### config.mk
export PLATFORM = sky130hd
export DESIGN_NAME = id_ex_stage
export DESIGN_NICKNAME = d
export VERILOG_FILES = /design/src/rtl/id_ex_stage.sv
export SDC_FILE = /design/constraint.sdc
export NUM_CORES = 1
export LEC_CHECK = 0
export BUFFER_PORTS_ARGS = -buffer_cell sky130_fd_sc_hd__buf_2
export CAP_MARGIN = 20
export CORE_ASPECT_RATIO = 1.75
export CORE_MARGIN = 5
export CORE_UTILIZATION = 35
export CTS_CLUSTER_DIAMETER = 120
export DETAILED_ROUTE_END_ITERATION = 10
export GPL_ROUTABILITY_DRIVEN = 1
export GPL_TIMING_DRIVEN = 0
export PLACE_DENSITY = 0.75
export SLEW_MARGIN = 20
export SYNTH_ARGS = -nofsm -noshare
export SYNTH_HDL_FRONTEND = slang
export SYNTH_SLANG_ARGS = --single-unit
### constraint.sdc
create_clock -name clk -period 6.7 [get_ports clk]
set_clock_uncertainty 0.15 [all_clocks]
set_input_delay 1.34 -clock clk [delete_from_list [all_inputs] [get_ports clk]]
set_output_delay 1.34 -clock clk [all_outputs]
set_load 0.01 [all_outputs]
### src/rtl/id_ex_stage.sv
// ============================================================================
// Module   : id_ex_stage
// Brief    : ID/EX pipeline register with load-use hazard bubbles,
//            redirect squash (delayed_flush) and a saturating bubble counter.
// Revision : 1.0
// ============================================================================
`default_nettype none

module id_ex_stage #(
    parameter int XLEN  = 32,
    parameter int CNT_W = 16
) (
    input  logic             clk,
    input  logic             rst,
    input  logic             mem_stall,
    input  logic             ex_redirect,
    input  logic             id_valid,
    input  logic [XLEN-1:0]  id_pc,
    input  logic [XLEN-1:0]  id_rs1_data,
    input  logic [XLEN-1:0]  id_rs2_data,
    input  logic [XLEN-1:0]  id_imm,
    input  logic [4:0]       id_rs1,
    input  logic [4:0]       id_rs2,
    input  logic [4:0]       id_rd,
    input  logic             id_uses_rs1,
    input  logic             id_uses_rs2,
    input  logic [2:0]       id_funct3,
    input  logic             id_funct7b5,
    input  logic             id_attempt_branch,
    input  logic             id_is_jalr,
    input  logic             id_jump,
    input  logic             id_reg_write,
    input  logic             id_mem_to_reg,
    input  logic             id_mem_read,
    input  logic             id_mem_write,
    input  logic             id_immediate,
    input  logic             id_auipc,
    input  logic [2:0]       id_alu_op,
    output logic             ex_valid,
    output logic [XLEN-1:0]  ex_pc,
    output logic [XLEN-1:0]  ex_rs1_data,
    output logic [XLEN-1:0]  ex_rs2_data,
    output logic [XLEN-1:0]  ex_imm,
    output logic [4:0]       ex_rs1,
    output logic [4:0]       ex_rs2,
    output logic [4:0]       ex_rd,
    output logic [2:0]       ex_funct3,
    output logic             ex_funct7b5,
    output logic             ex_attempt_branch,
    output logic             ex_is_jalr,
    output logic             ex_jump,
    output logic             ex_reg_write,
    output logic             ex_mem_to_reg,
    output logic             ex_mem_read,
    output logic             ex_mem_write,
    output logic             ex_immediate,
    output logic             ex_auipc,
    output logic [2:0]       ex_alu_op,
    output logic             stall_fetch,
    output logic             delayed_flush,
    output logic [CNT_W-1:0] bubble_count
);

    logic w_rs1_match;
    logic w_rs2_match;
    logic w_hazard;
    logic w_bubble;
    logic w_count_bubble;
    logic w_cnt_sat;

    // Load-use: a load in EX whose destination decode needs; x0 never counts.
    assign w_rs1_match    = id_uses_rs1 && (id_rs1 == ex_rd);
    assign w_rs2_match    = id_uses_rs2 && (id_rs2 == ex_rd);
    assign w_hazard       = ex_valid && ex_mem_read && (ex_rd != 5'd0) && id_valid
                            && (w_rs1_match || w_rs2_match);
    assign stall_fetch    = w_hazard && !ex_redirect && !mem_stall;
    assign w_bubble       = ex_redirect || w_hazard || !id_valid;
    assign w_count_bubble = ex_redirect || w_hazard;
    assign w_cnt_sat      = &bubble_count;

    always_ff @(posedge clk or posedge rst) begin
        if (rst) begin
            ex_valid          <= 1'b0;
            ex_pc             <= '0;
            ex_rs1_data       <= '0;
            ex_rs2_data       <= '0;
            ex_imm            <= '0;
            ex_rs1            <= '0;
            ex_rs2            <= '0;
            ex_rd             <= '0;
            ex_funct3         <= '0;
            ex_funct7b5       <= 1'b0;
            ex_attempt_branch <= 1'b0;
            ex_is_jalr        <= 1'b0;
            ex_jump           <= 1'b0;
            ex_reg_write      <= 1'b0;
            ex_mem_to_reg     <= 1'b0;
            ex_mem_read       <= 1'b0;
            ex_mem_write      <= 1'b0;
            ex_immediate      <= 1'b0;
            ex_auipc          <= 1'b0;
            ex_alu_op         <= '0;
            delayed_flush     <= 1'b0;
            bubble_count      <= '0;
        end else if (!mem_stall) begin
            if (w_bubble) begin
                // Full bubble: zero every field so nothing can leak into EX.
                ex_valid          <= 1'b0;
                ex_pc             <= '0;
                ex_rs1_data       <= '0;
                ex_rs2_data       <= '0;
                ex_imm            <= '0;
                ex_rs1            <= '0;
                ex_rs2            <= '0;
                ex_rd             <= '0;
                ex_funct3         <= '0;
                ex_funct7b5       <= 1'b0;
                ex_attempt_branch <= 1'b0;
                ex_is_jalr        <= 1'b0;
                ex_jump           <= 1'b0;
                ex_reg_write      <= 1'b0;
                ex_mem_to_reg     <= 1'b0;
                ex_mem_read       <= 1'b0;
                ex_mem_write      <= 1'b0;
                ex_immediate      <= 1'b0;
                ex_auipc          <= 1'b0;
                ex_alu_op         <= '0;
                delayed_flush     <= ex_redirect;
                if (w_count_bubble && !w_cnt_sat) begin
                    bubble_count <= bubble_count + {{(CNT_W-1){1'b0}}, 1'b1};
                end
            end else begin
                ex_valid          <= 1'b1;
                ex_pc             <= id_pc;
                ex_rs1_data       <= id_rs1_data;
                ex_rs2_data       <= id_rs2_data;
                ex_imm            <= id_imm;
                ex_rs1            <= id_rs1;
                ex_rs2            <= id_rs2;
                ex_rd             <= id_rd;
                ex_funct3         <= id_funct3;
                ex_funct7b5       <= id_funct7b5;
                ex_attempt_branch <= id_attempt_branch;
                ex_is_jalr        <= id_is_jalr;
                ex_jump           <= id_jump;
                ex_reg_write      <= id_reg_write;
                ex_mem_to_reg     <= id_mem_to_reg;
                ex_mem_read       <= id_mem_read;
                ex_mem_write      <= id_mem_write;
                ex_immediate      <= id_immediate;
                ex_auipc          <= id_auipc;
                ex_alu_op         <= id_alu_op;
                delayed_flush     <= 1'b0;
            end
        end
    end

endmodule

`default_nettype wire

# Word-level counts from Yosys, hierarchy flattened
# Index checks and enable logic that the tools add are counted.
# W data, S select, Z words.
# word_totals
reg_bits	177
wordCells	66
# classes
addsub	1
n_eq_ne	2
n_mux	21
bitwise	1
reduce_logical	19
# ops
operator	count
$mux W32	4
$add A16 B1 Y16 const B	1
$reduce_and A16 Y1	1
$mux W5	3
$mux W1	12
$eq A5 B5 Y1	2
$logic_and A1 B1 Y1	9
$mux W3	2
$reduce_bool A5 Y1	1
$logic_not A1 Y1	4
$logic_or A1 B1 Y1	3
$reduce_and A3 Y1	1
$not A1 Y1	1

# Depth between registers and ports, before layout
# logic_depth
word_depth	7
depth_mapped	9
mapped_depth_nobuf	7

# Worst setup path before layout
# No wires, ideal clock.
# synth_path
path_type	input-to-output
startpoint	input mem_stall
endpoint	output stall_fetch
arrival_ns	2.273
required_ns	5.210
slack_ns	2.937
stages	4
cell_sequence	clkbuf_1 -> clkbuf_1 -> clkbuf_1 -> nor3_1
# synth_via
elab_chain_cells	2
# synth_lines
item	line_no	source
start: declaration	15	input logic mem_stall,
$logic_not A1 Y1	-	
$logic_and A1 B1 Y1	76	assign stall_fetch = w_hazard && !ex_redirect && !mem_stall;
end: declaration	59	output logic stall_fetch,
# Every way passes these cells.

# Worst setup path in the final report
# Ends and elaborated chain as after synthesis.

==> summary.txt <==
slack of the worst reg-to-reg path -> 4190 ps
Crit. Startpoint -> mem_stall
synthesized area -> 6600 um2
Critical Path RT -> 5210 ps
DR pass1 iterations -> 4
Sequential Area -> 4430 um2
input/output buffers -> 343
PostCTS Resize Cnt -> 0
Sink Count -> 177
Die W -> 114 um
# hold bufs at CTS -> 0
RR Endpoint -> bubble_count[1]
Power Density -> 276 nW/um2
DRC viols -> 0
RSZ-0062 raised after global routing -> false
final hold slack -> 346 ps
Critical Path Fanout Max -> 10
Syn Inst Count -> 456
gr usage total -> 0.198
final WL -> 21.7 mm
max-cap viol count -> 0
CTS tree -> yes
total number of vias -> 5444
design area -> 9240 um2
nets -> 986
setup bufs post-CTS -> 0
Die Y -> 192 um
Post-synth EDFFs -> 0
sequential share of the synthesized area -> 0.671
Initial Util -> 0.355
CP top delay family -> buffers and inverters
clock slew at reported path FFs -> 60 ps
Antenna Nets Post-Route -> 0
layout cell share with drive strength beyond 1 -> 0.477
LEAKAGE -> 5.13 nW
Non-Filler Instances -> 1071
multi-input logic area -> 1910 um2
fill count -> 1674
predominant post-synthesis flop cell -> dfrtp_1
Worst Hold Class -> reg2reg
die area -> 21800 um2
number of global-route vias before repair -> 5765
row count -> 66
wire length per cell -> 20.3 um
top post-synthesis cells by area -> dfrtp_1 67%, a22o_1 21%, buf_6 2.0%
H-tree Lvls -> 4
Area after DPL -> 8650 um2
crit path kind -> in2out
CP max stage cell -> clkbuf_1
placed insts -> 1038
CP Capture Type -> output port
DRT iter0 DRCs -> 282
Final setup violation count -> 0
Setup crit start kind -> input pin
syn_area_per_cell -> 14.5 um2
FF+latch count, synth -> 177
first-pass GRT wire length -> 33.0 mm
VDD IR max -> 0.207 mV
CTS Buf Count -> 17
Core Area -> 18600 um2
critical path, cell by cell -> buf_2 > clkbuf_1 > clkbuf_1 > clkbuf_1 > nor3_1 > buf_2
WP buf/inv -> 5
Crit. path cell count -> 6
Max Slew Vio Count -> 0
clk buf depth -> 2
Synth top area share -> 0.671
largest net degree at the start of global routing -> 106
Synth area leader -> dfrtp_1
status -> completed
R2R cell count -> 7
max incr delay on CP -> 660 ps
HPWL after detailed placement -> 16.5 mm
post-synthesis net count -> 623
Peak Freq -> 0.208 GHz
synthesis warning total -> 0
Slew headroom -> 0.416
IO Count -> 344
Final Cycle Share -> 0.717
crit path DAT -> 3310 ps
clock latency on the worst-skew pair -> 420 ps
global route overflow -> 0
final hold vios -> 0
Synth async-reset ratio -> 1.00
CTS root buf -> clkbuf_16
crit path to -> stall_fetch
Crit path top cell by count -> clkbuf_1
fin crit period -> 4800 ps
unique cell type count in the Yosys netlist -> 27
P&R area growth vs syn -> 39.9%
GPL Wtd Cong -> 0.813
vias per cell -> 5.08
worst slew pin tran -> 877 ps
initial antenna violation count -> 1
FF-to-FF Start -> bubble_count[0]
## report_power, final
part	internal (mW)	switching (mW)	leakage, nW	total (mW)
sequential	1.15	0.0667	2.36	1.21
clock	0.578	0.406	0.280	0.985
combinational	0.164	0.186	2.48	0.350
## how the worst min path moves through the flow
stage                startpoint                to  slack, ps  cells after the start
3_3_place_gp    bubble_count[8]   bubble_count[8]        330                      1
5_1_grt          ex_rs1_data[7]    ex_rs1_data[7]        360                      1
4_1_cts        bubble_count[12]  bubble_count[12]        360                      1
3_5_place_dp          ex_imm[9]         ex_imm[9]        340                      1
6_report       bubble_count[12]  bubble_count[12]        350                      1
2_1_floorplan     delayed_flush     delayed_flush        370                      2
## metal layers
layer | vias to the layer above | track usage | wire length (um)
met5 | - | 0 | 0
met1 | 2674 | 0.225 | 8000
met2 | 274 | 0.345 | 11300
li1 | 2458 | - | -
met4 | 0 | 0.0786 | 591
met3 | 38 | 0.0593 | 1810
## layout make-up
class / count / share of cell area
clock buffer: 23 / 0.0518
buffer: 37 / 0.0257
tap: 238 / 0.0322
antenna: 2 / 0.000542
inverter: 7 / 0.00366
clock inverter: 8 / 0.0111
sequential: 177 / 0.480
multi-input combinational: 235 / 0.206
timing repair buffer: 344 / 0.189
## worst register-to-register path, cell delays in order (launching register included)
cell	delay, ps
dfrtp_1	420
ha_1	240
nand4_2	230
nor4_2	370
nor3b_1	110
a21oi_2	360
buf_6	210
mux2_1	320
## kinds of logic after synthesis
family	Yosys count	synth area share
multiplexers	1	0.00171
AND/OR/NAND/NOR	44	0.0353
buffers and inverters	44	0.0400
AO/OA/AOI/OAI	164	0.217
XOR/XNOR	25	0.0332
flip-flops	177	0.671
adder cells (fa/ha/maj)	1	0.00190
## placed cells by master, fill, tap and decap left out, types with 8 or more instances in the layout
master and n:
nor3_1 10, xnor2_1 15, buf_2 350, nand2_1 8, buf_6 12, clkbuf_1 21
clkbuf_16 17, dfrtp_1 177, a22o_1 159, xor2_1 10
## cells in the mapped netlist, types with 2 or more instances
master	number
a22o_1	159
and3_1	2
buf_2	7
buf_6	12
clkbuf_1	18
dfrtp_1	177
inv_1	7
nand2_1	8
nand2b_1	2
nand3_1	5
nand4_1	4
nor2_1	7
nor3_1	10
nor4_1	2
xnor2_1	15
xor2_1	10
## metrics by stage
stage,TNS [ps],worst slack (ps),util,power [mW]
floorplan,0,408,-,1.40
global placement,-256510,-1460,0.464,1.58
detailed placement,0,1760,0.466,1.59
CTS,0,1760,0.497,2.58
global route,0,1620,0.497,2.66
finish,0,1900,0.497,2.55
Power figures use the tool's default switching activity.
